--- src/rtl/eth_pkg.sv ---
// Shared Ethernet definitions: TX state encoding, framing constants and a
// byte-wide reflected CRC32 step used by the MII transmitter and RGMII receiver.
package eth_pkg;

  typedef enum logic [2:0] {
    ST_IDLE,
    ST_PRE,
    ST_DATA,
    ST_PAD,
    ST_FCS,
    ST_IFG
  } state_e;

  localparam logic [3:0]  PRE_NIB     = 4'h5;
  localparam logic [3:0]  SFD_NIB     = 4'hD;
  localparam logic [31:0] CRC_POLY    = 32'hEDB88320;
  localparam logic [31:0] CRC_INIT    = 32'hFFFFFFFF;
  localparam logic [31:0] CRC_RESIDUE = 32'hDEBB20E3;

  // LSB-first bit-serial update unrolled over one byte
  function automatic logic [31:0] crc32_byte(input logic [31:0] crc, input logic [7:0] d);
    logic [31:0] c;
    c = crc;
    for (int i = 0; i < 8; i++)
      c = (c[0] ^ d[i]) ? ((c >> 1) ^ CRC_POLY) : (c >> 1);
    return c;
  endfunction

endpackage

--- src/rtl/eth_crc32.sv ---
// Byte-wide CRC32 accumulator; init has priority over en. Output is the raw
// register (not complemented) so receivers can compare against CRC_RESIDUE.
module eth_crc32 (
  input  logic        clk,
  input  logic        rst_n,
  input  logic        init_i,
  input  logic        en_i,
  input  logic [7:0]  d_i,
  output logic [31:0] crc_o
);
  import eth_pkg::*;

  logic [31:0] crc_q;

  always_ff @(posedge clk or negedge rst_n) begin
    if (!rst_n)      crc_q <= CRC_INIT;
    else if (init_i) crc_q <= CRC_INIT;
    else if (en_i)   crc_q <= crc32_byte(crc_q, d_i);
  end

  assign crc_o = crc_q;

endmodule

--- src/rtl/eth_mii_tx.sv ---
// Nibble-wide Ethernet MII transmitter: preamble/SFD, payload, zero pad,
// CRC32 FCS and inter-frame gap, with all PHY and handshake outputs registered.
module eth_mii_tx #(
  parameter int PREAMBLE_LEN = 7,
  parameter int MIN_LEN      = 60,
  parameter bit PAD_EN       = 1'b1,
  parameter int IFG_BYTES    = 12
) (
  input  logic       clk,
  input  logic       rst_n,
  input  logic [7:0] data_i,
  input  logic       valid_i,
  input  logic       sop_i,
  input  logic       eop_i,
  output logic       ready_o,
  output logic       pin_tx_en_o,
  output logic [3:0] pin_tx_data_o,
  output logic       busy_o,
  output logic       underrun_o
);
  import eth_pkg::*;

  localparam logic [7:0]  PRE_LAST  = 8'(2 * PREAMBLE_LEN + 1);
  // The IDLE accept cycle is the final gap clock, so a held-valid source
  // sees exactly 2*IFG_BYTES idle clocks between frames.
  localparam logic [7:0]  IFG_LAST  = 8'(2 * IFG_BYTES - 2);
  localparam logic [10:0] MIN_LEN_C = 11'(MIN_LEN);

  state_e      state_q;
  logic        phase_q, eop_q, ready_q, tx_en_q, busy_q, underrun_q;
  logic [7:0]  byte_q, nib_q;
  logic [3:0]  txd_q;
  logic [10:0] bcnt_q;
  logic [31:0] fcs_q, crc, fcs_good;
  logic        crc_en, need_pad;
  logic [7:0]  crc_d;

  // Each byte enters the CRC while its low nibble is on the wire, so the
  // CRC is final by the time the last high nibble is sent.
  assign crc_en   = (state_q == ST_DATA || state_q == ST_PAD) && !phase_q;
  assign crc_d    = (state_q == ST_PAD) ? 8'h00 : byte_q;
  assign fcs_good = ~crc;
  assign need_pad = PAD_EN && (bcnt_q < MIN_LEN_C);

  eth_crc32 u_crc (
    .clk   (clk),
    .rst_n (rst_n),
    .init_i(state_q == ST_IDLE),
    .en_i  (crc_en),
    .d_i   (crc_d),
    .crc_o (crc)
  );

  always_ff @(posedge clk or negedge rst_n) begin
    if (!rst_n) begin
      state_q    <= ST_IDLE;
      phase_q    <= 1'b0;
      eop_q      <= 1'b0;
      ready_q    <= 1'b0;
      tx_en_q    <= 1'b0;
      busy_q     <= 1'b0;
      underrun_q <= 1'b0;
      byte_q     <= '0;
      nib_q      <= '0;
      txd_q      <= '0;
      bcnt_q     <= '0;
      fcs_q      <= '0;
    end else begin
      underrun_q <= 1'b0;
      case (state_q)
        ST_IDLE: begin
          ready_q <= 1'b1;
          if (valid_i && ready_q && sop_i) begin
            byte_q  <= data_i;
            eop_q   <= eop_i;
            nib_q   <= '0;
            bcnt_q  <= '0;
            ready_q <= 1'b0;
            busy_q  <= 1'b1;
            tx_en_q <= 1'b1;
            txd_q   <= PRE_NIB;
            state_q <= ST_PRE;
          end
        end
        ST_PRE: begin
          nib_q <= nib_q + 8'd1;
          txd_q <= (nib_q == PRE_LAST - 8'd1) ? SFD_NIB : PRE_NIB;
          if (nib_q == PRE_LAST) begin
            phase_q <= 1'b0;
            txd_q   <= byte_q[3:0];
            state_q <= ST_DATA;
          end
        end
        ST_DATA: begin
          phase_q <= ~phase_q;
          if (!phase_q) begin
            txd_q   <= byte_q[7:4];
            ready_q <= ~eop_q;
            if (bcnt_q != MIN_LEN_C) bcnt_q <= bcnt_q + 11'd1;
          end else begin
            ready_q <= 1'b0;
            if (!eop_q) begin
              if (valid_i) begin
                byte_q <= data_i;
                eop_q  <= eop_i;
                txd_q  <= data_i[3:0];
              end else begin
                // Starved: close the frame with a deliberately wrong FCS
                underrun_q <= 1'b1;
                nib_q      <= '0;
                txd_q      <= crc[3:0];
                fcs_q      <= crc >> 4;
                state_q    <= ST_FCS;
              end
            end else if (need_pad) begin
              txd_q   <= 4'h0;
              state_q <= ST_PAD;
            end else begin
              nib_q   <= '0;
              txd_q   <= fcs_good[3:0];
              fcs_q   <= fcs_good >> 4;
              state_q <= ST_FCS;
            end
          end
        end
        ST_PAD: begin
          phase_q <= ~phase_q;
          txd_q   <= 4'h0;
          if (!phase_q) begin
            if (bcnt_q != MIN_LEN_C) bcnt_q <= bcnt_q + 11'd1;
          end else if (!need_pad) begin
            nib_q   <= '0;
            txd_q   <= fcs_good[3:0];
            fcs_q   <= fcs_good >> 4;
            state_q <= ST_FCS;
          end
        end
        ST_FCS: begin
          nib_q <= nib_q + 8'd1;
          txd_q <= fcs_q[3:0];
          fcs_q <= fcs_q >> 4;
          if (nib_q == 8'd7) begin
            nib_q   <= '0;
            tx_en_q <= 1'b0;
            txd_q   <= 4'h0;
            state_q <= ST_IFG;
          end
        end
        ST_IFG: begin
          nib_q <= nib_q + 8'd1;
          if (nib_q == IFG_LAST) begin
            busy_q  <= 1'b0;
            ready_q <= 1'b1;
            state_q <= ST_IDLE;
          end
        end
        default: state_q <= ST_IDLE;
      endcase
    end
  end

  assign ready_o       = ready_q;
  assign pin_tx_en_o   = tx_en_q;
  assign pin_tx_data_o = txd_q;
  assign busy_o        = busy_q;
  assign underrun_o    = underrun_q;

endmodule

--- config.mk ---
export PLATFORM = sky130hd
export DESIGN_NAME = eth_mii_tx
export DESIGN_NICKNAME = d
export VERILOG_FILES = /design/src/rtl/eth_pkg.sv /design/src/rtl/eth_crc32.sv /design/src/rtl/eth_mii_tx.sv
export SDC_FILE = /design/constraint.sdc
export NUM_CORES = 1
export LEC_CHECK = 0
export BUFFER_PORTS_ARGS = -buffer_cell sky130_fd_sc_hd__buf_2
export CORE_ASPECT_RATIO = 0.75
export CORE_UTILIZATION = 30
export CTS_CLUSTER_SIZE = 16
export DETAILED_ROUTE_END_ITERATION = 16
export HOLD_SLACK_MARGIN = 0.15
export PLACE_DENSITY_LB_ADDON = 0.05
export SYNTH_ARGS = -nofsm -noshare
export SYNTH_HDL_FRONTEND = slang
export SYNTH_SLANG_ARGS = --single-unit
--- constraint.sdc ---
create_clock -name clk -period 2.45 [get_ports clk]
set_input_delay 0.1225 -clock clk [delete_from_list [all_inputs] [get_ports clk]]
set_output_delay 0.1225 -clock clk [all_outputs]
set_load 0.01 [all_outputs]
Word-level counts from Yosys, hierarchy flattened
Index checks and enable logic that the tools add are counted.

Word-level logic and storage cells: 161. Bits in registers: 104. Bits in read-only memories: 0. Memories kept: 0. RAM bits: 0. Output and inout port bits: 8. Bits in latches: 0. Input port bits: 13.

Bitwise operators: 19. Divide/modulo/power cells: 0. Shift-type cells: 0. Multiplexer cells: 75. $lt $le $gt $ge: 1. Add/sub/neg operators: 2. $mul: 0. Eq/ne operators: 22. Reductions and logical operators: 29.

Operators with widths (count): 32-bit 2-to-1 mux (15); 13-bit NOT with 14-bit output (8); 8-bit 2-to-1 mux (12); 32-bit case mux with 3 select lines (1); 8-bit case mux with 5 select lines (1); 4-bit 2-to-1 mux (9); 11-bit 2-to-1 mux (3); 32-bit NOT (1); 3-bit 2-to-1 mux (10); 11-bit case mux with 2 select lines (1); 2-bit inequality test, second input constant (10); 4-bit case mux with 5 select lines (1); 3-bit case mux with 6 select lines (1); 8-bit by 4-bit equality test with 1-bit output, second input constant (2); 8-bit case mux with 2 select lines (1); 1-bit 2-to-1 mux (15); 2-bit nonzero test (6); 11-bit by 1-bit adder with 11-bit output, second input constant (1); 11-bit by 6-bit less-than comparator with 1-bit output, second input constant (1); 11-bit by 6-bit inequality test with 1-bit output, second input constant (1); 5-bit AND reduction (2); 5-bit nonzero test (2); 3-bit AND reduction (3); 8-bit by 1-bit adder with 8-bit output, second input constant (1); other kinds (20) (40).

Depth between registers and ports, before layout
Gate-level depths: netlist of run 1.

Depth in word-level cells: 20. Mapped depth: 9. Mapped depth without buffers: 7.

By module
Synthesis of run 1 repeated with hierarchy kept, for this count alone.

Cell total of the unflattened synthesis: 679. Area total of the unflattened synthesis: 6563.8 µm².

By module, submodules not included: eth_mii_tx (area each 4501.8 µm², times used 1, cells each 489); eth_crc32 (area each 2062.0 µm², times used 1, cells each 190).

Worst setup path before layout of run 1
No wires, ideal clock.

Path kind: register to register. Start: reg state_q[2]. End: reg u_crc.crc_q[19], in the netlist u_crc.crc_o[19]. Data arrival time: 2306 ps. Library setup time: 80 ps. Slack: 65 ps. Cell stages (with the launch flop): 8. Required time: 2370 ps. Buffers on the path: 1. Cells stage by stage: dfrtp_1 > buf_6 > nand3b_4 > a221oi_4 > xnor3_2 > xnor3_2 > xnor3_1 > o22a_1.

Longest elaborated chain between the ends: 18.

RTL lines: start, declared (line eth_mii_tx.sv:29) `state_e state_q;`; start signal, assigned (line eth_mii_tx.sv:56) `state_q <= ST_IDLE;`; start signal, assigned (line eth_mii_tx.sv:82) `state_q <= ST_PRE;`; start signal, assigned (line eth_mii_tx.sv:91) `state_q <= ST_DATA;`; 3-bit by 2-bit equality test with 1-bit output (line eth_mii_tx.sv:40, eth_mii_tx.sv:41); 8-bit 2-to-1 mux (line eth_mii_tx.sv:41) `assign crc_d = (state_q == ST_PAD) ? 8'h00 : byte_q;`; 1-bit XOR (line eth_pkg.sv:25) `c = (c[0] ^ d[i]) ? ((c >> 1) ^ CRC_POLY) : (c >> 1);`; 32-bit 2-to-1 mux (2 in series) (line eth_pkg.sv:25); 13-bit NOT with 14-bit output (no source line); 32-bit 2-to-1 mux (line eth_pkg.sv:25); 13-bit NOT with 14-bit output (no source line); 32-bit 2-to-1 mux (2 in series) (line eth_pkg.sv:25); 13-bit NOT with 14-bit output (no source line); 32-bit 2-to-1 mux (line eth_pkg.sv:25); 13-bit NOT with 14-bit output (no source line); 32-bit 2-to-1 mux (line eth_pkg.sv:25); 13-bit NOT with 14-bit output (no source line); 32-bit 2-to-1 mux (line eth_pkg.sv:25); 32-bit 2-to-1 mux (line eth_crc32.sv:18) `else if (en_i) crc_q <= crc32_byte(crc_q, d_i);`; 32-bit 2-to-1 mux (line eth_crc32.sv:17) `else if (init_i) crc_q <= CRC_INIT;`; end signal, assigned (line eth_crc32.sv:18); end, declared (line eth_crc32.sv:13) `logic [31:0] crc_q;`.

Several ways; a longest one is shown, not always the timed one. The select of a mux whose other input is x is not followed. A chain may end at the register's enable or synchronous reset.

Worst setup path after layout of run 1
Start: reg state_q[2]. End: reg u_crc.crc_q[25], in the netlist u_crc.crc_o[25].

Longest elaborated chain between the ends: 16.

RTL lines: branches (longest 16 deep; another with 32-bit 2-to-1 mux).

Several ways; the timed one is not identified. The select of a mux whose other input is x is not followed.

==> flow_summary_export.csv, run 1 <==
group,metric,value,unit
clock_tree,clk_slew_on_worst_s_h_paths,0.07,ns
floorplan,initial_utilization,30.9,%
timing,timing.fmax,434,MHz
final_layout,multi_input_logic_area,3230,µm²
clock_tree,tritoncts,"yes",
final_layout,finish.net_count,677,
floorplan,rows,44,
logic_synthesis,synth_top_area_cell,"sky130_fd_sc_hd__dfrtp_1",
timing,grt_setup_unrepaired,"false",
route,drt_pass1_iterations,11,
clock_tree,cts_h_tree_depth,3,
logic_synthesis,netlist_instances,606,
run_status,outcome,"complete, but fails checks",
timing,hold_viol,0,
route,wl_per_cell,19.3,µm
logic_synthesis,syn_area,6010,µm²
grt,largest_net_degree_at_the_start_of_global_routing,50,
grt,globalRouteOverflowTotal,0,
timing,final.setup.tns,0,ns
grt,grt_pass1_vias,4661,
route,drt_iter0_drc,347,
clock_tree,cts.root.buffer_cell,"sky130_fd_sc_hd__clkbuf_16",
floorplan,std_cell_core_area,19500,µm²
place,hpwl,12500,µm
logic_synthesis,synthDominantCellAreaShare,30.0,%
route,via_per_inst,5.24,
final_layout,area.growth.synth_to_final,19.6,%
worst_setup_path,cp_data_arrival_time,2.57,ns
floorplan,vertical_die_dimension,125,µm
worst_setup_path,crit_chain,"nand3b_4 > a221oi_4 > xnor3_1 > xnor3_1 > xnor2_1 > a21oi_1",
timing,final_max_slew_viol_count,0,
logic_synthesis,synth-seq-cells,104,
clock_tree,insertion_delay,0.36,ns
logic_synthesis,synth_edf_count,0,
run_status,violations_in_the_final_reports,"DRC",
logic_synthesis,post_synthesis_average_cell_area,9.92,µm²
logic_synthesis,yosys_most_used_dff,"sky130_fd_sc_hd__dfrtp_1",
place,place.gp.congestion,0.820,
logic_synthesis,synth.top_cells.by_area,"sky130_fd_sc_hd__dfrtp_1 30%, sky130_fd_sc_hd__dfstp_2 14%, sky130_fd_sc_hd__o21ai_0 5.2%, sky130_fd_sc_hd__xnor2_1 5.0%, sky130_fd_sc_hd__a22o_1 4.4%",
worst_setup_path,critPathKind,"register to register",
clock_tree,clock_sinks,104,
route,postRouteAntennaNets,0,
final_layout,filler_cell_count,1981,
logic_synthesis,synthArstFlopShare,100,%
floorplan,die_w,165,µm
timing,tightestPinTransition,0.707,ns
timing,finClkSkew,0.00966,ns
job,maxCapViolations,0,
final_layout,final_layout_size_suffix_gt1_share,22.4,%
route,vias,4811,
timing,worst_slew_margin_rel,52.9,%
grt,grt_util_all_layers,18.1,%
worst_setup_path,cp_data_required_time,2.72,ns
place,port_buffers,20,
clock_tree,post-cts-setup-buffers,0,
grt,grt_antenna_before_repair,0,
timing,period_needed,2.30,ns
floorplan,die-area,20600,µm²
logic_synthesis,syn_nets,623,
grt,grt_first_pass_wirelength,28000,µm
logic_synthesis,yosysWarningCount,0,
min_path,hold_class,"input pin to register",
worst_setup_path,cp-end-kind,"register",
final_layout,n_antenna_cell,0,
worst_setup_path,path_common_cell,"sky130_fd_sc_hd__xnor3_1",
floorplan,ios,21,
logic_synthesis,synth_seq_area_share,43.9,%
worst_setup_path,timing.critical_path.fanout_max,10,
final_layout,register_area,2640,µm²
timing,final_min_period_over_clock_period,94.0,%
worst_setup_path,slowest_stage,"sky130_fd_sc_hd__xnor3_1",
route,detail_route.wirelength,17700,µm
timing,setup-violations-final,0,
route,drt_drc_violations_left,2,
logic_synthesis,synthDistinctLibCells,62,
clock_tree,cts-root-to-sink-buffers,2,
worst_setup_path,start_kind,"register",
clock_tree,cts_buffers,9,
worst_setup_path,cpPeakStageDelay,0.45,ns
[per-layer routing]
metal	vias up	wire, µm	part of all wire, %	global-route usage (%)
met2	94	6710	38	22.8
met1	2384	10100	57	30.2
met3	16	626	3.5	3.06
li1	2317	-	-	-
met4	0	278	1.6	5.08
met5	-	0	0	0
[registers in the layout, indices dropped and copies added, names as in the netlist]
register	flops
fcs_q	32
u_crc.crc_o	32
bcnt_q	11
byte_q	8
nib_q	8
pin_tx_data_o	4
state_q	3
busy_o	1
eop_q	1
phase_q	1
pin_tx_en_o	1
ready_o	1
underrun_o	1
[Yosys cell counts, types with 3 or more instances]
master,number
sky130_fd_sc_hd__a41oi_1,3
sky130_fd_sc_hd__dfrtp_1,72
sky130_fd_sc_hd__nor3b_1,4
sky130_fd_sc_hd__a32oi_1,3
sky130_fd_sc_hd__nand2_1,36
sky130_fd_sc_hd__buf_2,4
sky130_fd_sc_hd__nor4_1,3
sky130_fd_sc_hd__mux2i_1,5
sky130_fd_sc_hd__xnor2_1,34
sky130_fd_sc_hd__nand3_1,13
sky130_fd_sc_hd__and2_1,11
sky130_fd_sc_hd__xnor3_1,10
sky130_fd_sc_hd__a31oi_1,5
sky130_fd_sc_hd__nor3_1,10
sky130_fd_sc_hd__o22a_1,6
sky130_fd_sc_hd__inv_1,10
sky130_fd_sc_hd__nor2b_1,7
sky130_fd_sc_hd__mux2_2,10
sky130_fd_sc_hd__nand4_1,3
sky130_fd_sc_hd__or3_1,5
sky130_fd_sc_hd__nor2_1,56
sky130_fd_sc_hd__a21oi_1,43
sky130_fd_sc_hd__o21ai_0,62
sky130_fd_sc_hd__clkbuf_1,30
sky130_fd_sc_hd__dfstp_2,32
sky130_fd_sc_hd__ha_1,4
sky130_fd_sc_hd__xor2_1,19
sky130_fd_sc_hd__a22o_1,30
sky130_fd_sc_hd__nand2b_1,7
sky130_fd_sc_hd__a22oi_1,30
[final cells by class]
type | instances | area share (%)
Clock buffer | 11 | 3.51
Clock inverter | 5 | 1.20
Inverter | 10 | 0.522
Multi-Input combinational cell | 455 | 44.9
Sequential cell | 104 | 36.7
Tap cell | 253 | 4.40
Timing Repair Buffer | 80 | 8.73
[cell families after synthesis]
group	synth area share, %
multiplexers	2.70
XOR/XNOR	13.5
flip-flops	43.9
AO/OA/AOI/OAI	22.6
adder cells (fa/ha/maj)	0.832
AND/OR/NAND/NOR	13.3
buffers and inverters	3.14
[worst max-delay path: cells and delay by family (launching register included)]
family / cells / cell delay, ns
flip-flops: 1 / 0.41
XOR/XNOR: 3 / 1.02
AND/OR/NAND/NOR: 1 / 0.26
AO/OA/AOI/OAI: 2 / 0.52
[per-stage QoR]
stage               util (%)  area [µm²]  setup slack, ns  cells  hold WS [ns]
global route            36.9        7190         0.000202    918         0.201
CTS                     36.8        7170           0.0166    918         0.163
detailed placement      34.5        6730           0.0363    892         0.225
global placement        34.5        6730           0.0950    892         0.208
floorplan                  -        6010           0.0649    606        -0.173
finish                  36.9        7190            0.148    918         0.171
[cell usage in the layout (no fill, tap or decap), drive strengths merged, types with 30 or more instances in the layout]
master  instances
nor2           56
nand2          36
dfrtp          72
a21oi          43
buf            70
a22o           30
dfstp          32
a22oi          30
o21ai          62
xnor2          35
[timing repair]
action                                  in CTS  in global routing
hold buffers                                10                  0
gates resized for setup                      0                  3
endpoints found under the hold margin       48                  0
endpoints found under the setup margin       0                  9
[path summary, 6_finish.rpt]
path                             from               to  slack, ns  cells past startpoint
max                        state_q[2]  u_crc.crc_o[25]       0.15                      6
max reg2reg                state_q[2]  u_crc.crc_o[25]       0.15                      6
min in group asynchronous       rst_n         nib_q[6]       0.34                      2
min                             eop_i            eop_q       0.17                      4
max in group asynchronous       rst_n   u_crc.crc_o[4]       1.38                      3
min reg2reg                 fcs_q[31]        fcs_q[31]       0.49                      1
Power of run 1 is left out: the tool's default activity adds up to more than one toggle a clock period on the data nets, which glitch-free logic cannot reach.
==> run 2, diff against run 1 <==
--- a/config.mk
+++ b/config.mk
@@ -5,6 +5,7 @@
 export SDC_FILE = /design/constraint.sdc
 export NUM_CORES = 1
 export LEC_CHECK = 0
+export ABC_AREA = 1
 export BUFFER_PORTS_ARGS = -buffer_cell sky130_fd_sc_hd__buf_2
 export CORE_ASPECT_RATIO = 0.75
 export CORE_UTILIZATION = 30
@@ -12,6 +13,7 @@
 export DETAILED_ROUTE_END_ITERATION = 16
 export HOLD_SLACK_MARGIN = 0.15
 export PLACE_DENSITY_LB_ADDON = 0.05
+export SLEW_MARGIN = 20
 export SYNTH_ARGS = -nofsm -noshare
 export SYNTH_HDL_FRONTEND = slang
 export SYNTH_SLANG_ARGS = --single-unit
==> run 2 against run 1 <==
  * The run now ends clean
  * Die area grew 9.4%
  * Design area rose by 4.0%
  * Worst hold slack better by 0.045 ns
  * Utilization is 1.9 points lower
  * Register-to-register slack improved by 0.05 ns
  * Via count grew 23%
  * Maximum frequency up 2.3%
  * Critical path depth grew 4
  * Sequential share of layout area decreased by 1.4 points
  * Setup slack better by 0.052 ns
==> flow_summary_export.csv, run 2 <==
group,metric,value,unit
grt,largest_net_degree_at_the_start_of_global_routing,57,
final_layout,filler_cell_count,2274,
logic_synthesis,synth_top_area_cell,"sky130_fd_sc_hd__dfrtp_1",
power_and_ir_drop,power.ir.vdd_worst,0.292,mV
worst_setup_path,worstReg2RegEnd,"u_crc.crc_o[17]",
floorplan,std_cell_core_area,21400,µm²
min_path,hold_class,"input pin to asynchronous set/reset pin",
power_and_ir_drop,design_power_total,3420,µW
grt,globalRouteOverflowTotal,0,
logic_synthesis,yosys_most_used_dff,"sky130_fd_sc_hd__dfrtp_1",
power_and_ir_drop,power.combinational.fraction,2.2,%
power_and_ir_drop,total_switching_power,770,µW
logic_synthesis,yosysMostFrequentCell,"sky130_fd_sc_hd__nand2_1",
worst_setup_path,cp_data_arrival_time,2.55,ns
power_and_ir_drop,power.share.switching,22.5,%
logic_synthesis,synth_edf_count,0,
grt,grt_util_all_layers,19.7,%
worst_setup_path,timing.critical_path.fanout_max,13,
logic_synthesis,yosysWarningCount,0,
worst_setup_path,cpPeakStageDelay,0.45,ns
logic_synthesis,synthArstFlopShare,100,%
final_layout,multi_input_logic_area,3310,µm²
worst_setup_path,ff2ff_setup_slack,0.20,ns
timing,final_min_period_over_clock_period,91.8,%
logic_synthesis,syn_nets,895,
clock_tree,clk_slew_on_worst_s_h_paths,0.08,ns
route,detail_route.wirelength,20900,µm
logic_synthesis,synth_simple_gate_area_share,26.3,%
logic_synthesis,synth_fa_ha_area_share,0.759,%
final_layout,register_area,2640,µm²
logic_synthesis,xor_xnor_portion_of_the_synthesized_cell_area,6.21,%
place,place.gp.congestion,0.887,
clock_tree,cts-root-to-sink-buffers,2,
timing,tightestPinTransition,0.704,ns
logic_synthesis,synth_seq_area_share,40.1,%
power_and_ir_drop,power.density_cell_area,457,nW/µm²
logic_synthesis,synth_mux_area_share,0,%
final_layout,n_antenna_cell,0,
job,maxCapViolations,0,
final_layout,finish.net_count,927,
place,port_buffers,20,
worst_setup_path,critPathKind,"register to register",
place,dp_worst_setup_slack,0.228,ns
power_and_ir_drop,power.share.sequential,50.3,%
timing,setup-violations-final,0,
grt,grt_antenna_before_repair,0,
final_layout,area.growth.synth_to_final,13.5,%
clock_tree,clock_sinks,104,
floorplan,vertical_die_dimension,130,µm
final_layout,final_layout_size_suffix_gt1_share,14.6,%
logic_synthesis,synth_compound_area_share,16.8,%
timing,finClkSkew,0.0124,ns
route,drt_iter0_drc,515,
timing,final_max_slew_viol_count,0,
logic_synthesis,synth-seq-cells,104,
place,hpwl,15600,µm
final_layout,leading_cell_type_in_the_layout_fill_and_taps_excluded,"sky130_fd_sc_hd__nand2_1",
clock_tree,cts_buffers,9,
floorplan,die-area,22600,µm²
clock_tree,tritoncts,"yes",
floorplan,ios,21,
floorplan,initial_utilization,30.9,%
timing,final_setup_slack_of_the_worst_path,0.200,ns
grt,grt_pass1_vias,5705,
logic_synthesis,synthDistinctLibCells,51,
worst_setup_path,slowest_stage,"sky130_fd_sc_hd__inv_1",
grt,grt_first_pass_wirelength,33400,µm
worst_setup_path,cp_data_required_time,2.75,ns
timing,period_needed,2.25,ns
logic_synthesis,synthDominantCellAreaShare,27.3,%
logic_synthesis,synth_top_family_by_area,"simple AND/OR/NAND/NOR gates",
worst_setup_path,cp-end-kind,"register",
logic_synthesis,netlist_instances,878,
route,drt_pass1_iterations,5,
worst_setup_path,worst_r2r_startpoint,"state_q[2]",
timing,timing.fmax,444,MHz
logic_synthesis,syn_area,6590,µm²
floorplan,die_w,173,µm
route,via_per_inst,4.93,
power_and_ir_drop,p_int,2650,µW
logic_synthesis,post_synthesis_average_cell_area,7.51,µm²
run_status,outcome,"completed",
worst_setup_path,start_kind,"register",
floorplan,rows,46,
route,drt_drc_violations_left,0,
route,vias,5935,
logic_synthesis,synth_commonest_cells,"207 x sky130_fd_sc_hd__nand2_1, 124 x sky130_fd_sc_hd__inv_1, 76 x sky130_fd_sc_hd__o21ai_0",
clock_tree,cts_h_tree_depth,3,
route,postRouteAntennaNets,0,
worst_setup_path,worst_r2r_path_depth,10,
route,wl_per_cell,17.4,µm
worst_setup_path,crit_chain,"inv_2 > nand2_1 > nor2_1 > inv_2 > nand2_1 > buf_4 > inv_1 > nand2_1 > o21ai_1 > inv_1",
timing,worst_slew_margin_rel,53.0,%
timing,hold_viol,0,
clock_tree,insertion_delay,0.37,ns
worst_setup_path,path_common_cell,"sky130_fd_sc_hd__nand2_1",
final_layout,layout_common_cells,"207 x sky130_fd_sc_hd__nand2_1, 124 x sky130_fd_sc_hd__inv_1, 76 x sky130_fd_sc_hd__o21ai_0",
logic_synthesis,synth.top_cells.by_area,"sky130_fd_sc_hd__dfrtp_1 27%, sky130_fd_sc_hd__dfstp_2 13%, sky130_fd_sc_hd__nand2_1 12%, sky130_fd_sc_hd__inv_1 7.1%, sky130_fd_sc_hd__o21ai_0 5.8%",
clock_tree,post-cts-setup-buffers,0,
clock_tree,cts.root.buffer_cell,"sky130_fd_sc_hd__clkbuf_16",
timing,grt_setup_unrepaired,"false",
power_and_ir_drop,leakage,0.00344,µW
timing,final.setup.tns,0,ns
power_and_ir_drop,pwr-share-clk,47.6,%
run 2: cell count changes after synthesis, moves of 20 or more:
| cell | previous run | this run |
|---|---|---|
| sky130_fd_sc_hd__a21oi_1 | 43 | 23 |
| sky130_fd_sc_hd__a22o_1 | 30 | 0 |
| sky130_fd_sc_hd__clkbuf_1 | 30 | 5 |
| sky130_fd_sc_hd__inv_1 | 10 | 124 |
| sky130_fd_sc_hd__nand2_1 | 36 | 207 |
| sky130_fd_sc_hd__nand3_1 | 13 | 59 |
| sky130_fd_sc_hd__xnor2_1 | 34 | 8 |
run 2: per-stage QoR:
step	cells	instance area, µm²	hold WS, ns	util [%]
floorplan	878	6590	-0.173	-
global placement	1176	7050	0.0713	33.0
detailed placement	1176	7050	0.0748	33.0
CTS	1203	7480	0.230	35.0
global route	1203	7480	0.253	35.0
finish	1203	7480	0.217	35.0
run 2: how the worst max path moves through the flow:
stage / startpoint / endpoint / slack (ns)
final: state_q[2] / u_crc.crc_o[17] / 0.20
after CTS: state_q[2] / u_crc.crc_o[29] / 0.20
after detailed placement: state_q[2] / u_crc.crc_o[29] / 0.23
after floorplan: state_q[2] / u_crc.crc_o[29] / 0.73
after global routing: state_q[1] / fcs_q[9] / 0.05
after global placement: state_q[1] / u_crc.crc_o[8] / 0.18
run 2: per-layer routing:
| metal | wire, µm | share of wire, % | GRT usage (%) | vias to the layer above |
|---|---|---|---|---|
| li1 | - | - | - | 2930 |
| met1 | 11500 | 55 | 31.1 | 2847 |
| met2 | 8070 | 39 | 26.4 | 146 |
| met3 | 1080 | 5.1 | 4.25 | 12 |
| met4 | 204 | 0.98 | 4.95 | 0 |
| met5 | 0 | 0 | 0 | - |
run 2: layout make-up:
type	instances	area share, %
flip-flops and latches	104	35.3
repair buffers	48	4.72
clock buffers	10	3.06
clock inverters	6	1.20
well taps	288	4.82
multi-input cells	615	44.2
inverters	132	6.66
run 2: power groups by stage:
stage | Sequential (µW) | Clock (µW) | Combinational [µW]
after floorplan | 1750 | 0 | 6.68
after detailed placement | 1750 | 0 | 64.7
after global placement | 1750 | 0 | 64.5
after global routing | 1720 | 1740 | 84.0
final | 1720 | 1620 | 73.9
after CTS | 1720 | 1690 | 78.5
run 2: critical path: cells and delay by family (launching register included):
kind            cells  cell delay [ns]
flops               1             0.44
buf+inv             5             1.06
compound gates      1             0.11
simple gates        4             0.56
run 2: kinds of logic (layout without fill, tap and decap cells):
group / after synthesis / after routing
flops: 104 / 104
xor+xnor: 39 / 39
fa+ha+maj: 4 / 4
simple gates: 385 / 385
compound gates: 187 / 187
buf+inv: 159 / 196
run 2: what timing repair did:
| action | in CTS | in global routing |
|---|---|---|
| hold endpoints to repair | 82 | 0 |
| setup endpoints to repair | 0 | 1 |
| gates resized for setup | 0 | 1 |
| hold buffers | 11 | 0 |
Note: power is estimated with default switching activity, not from simulation.
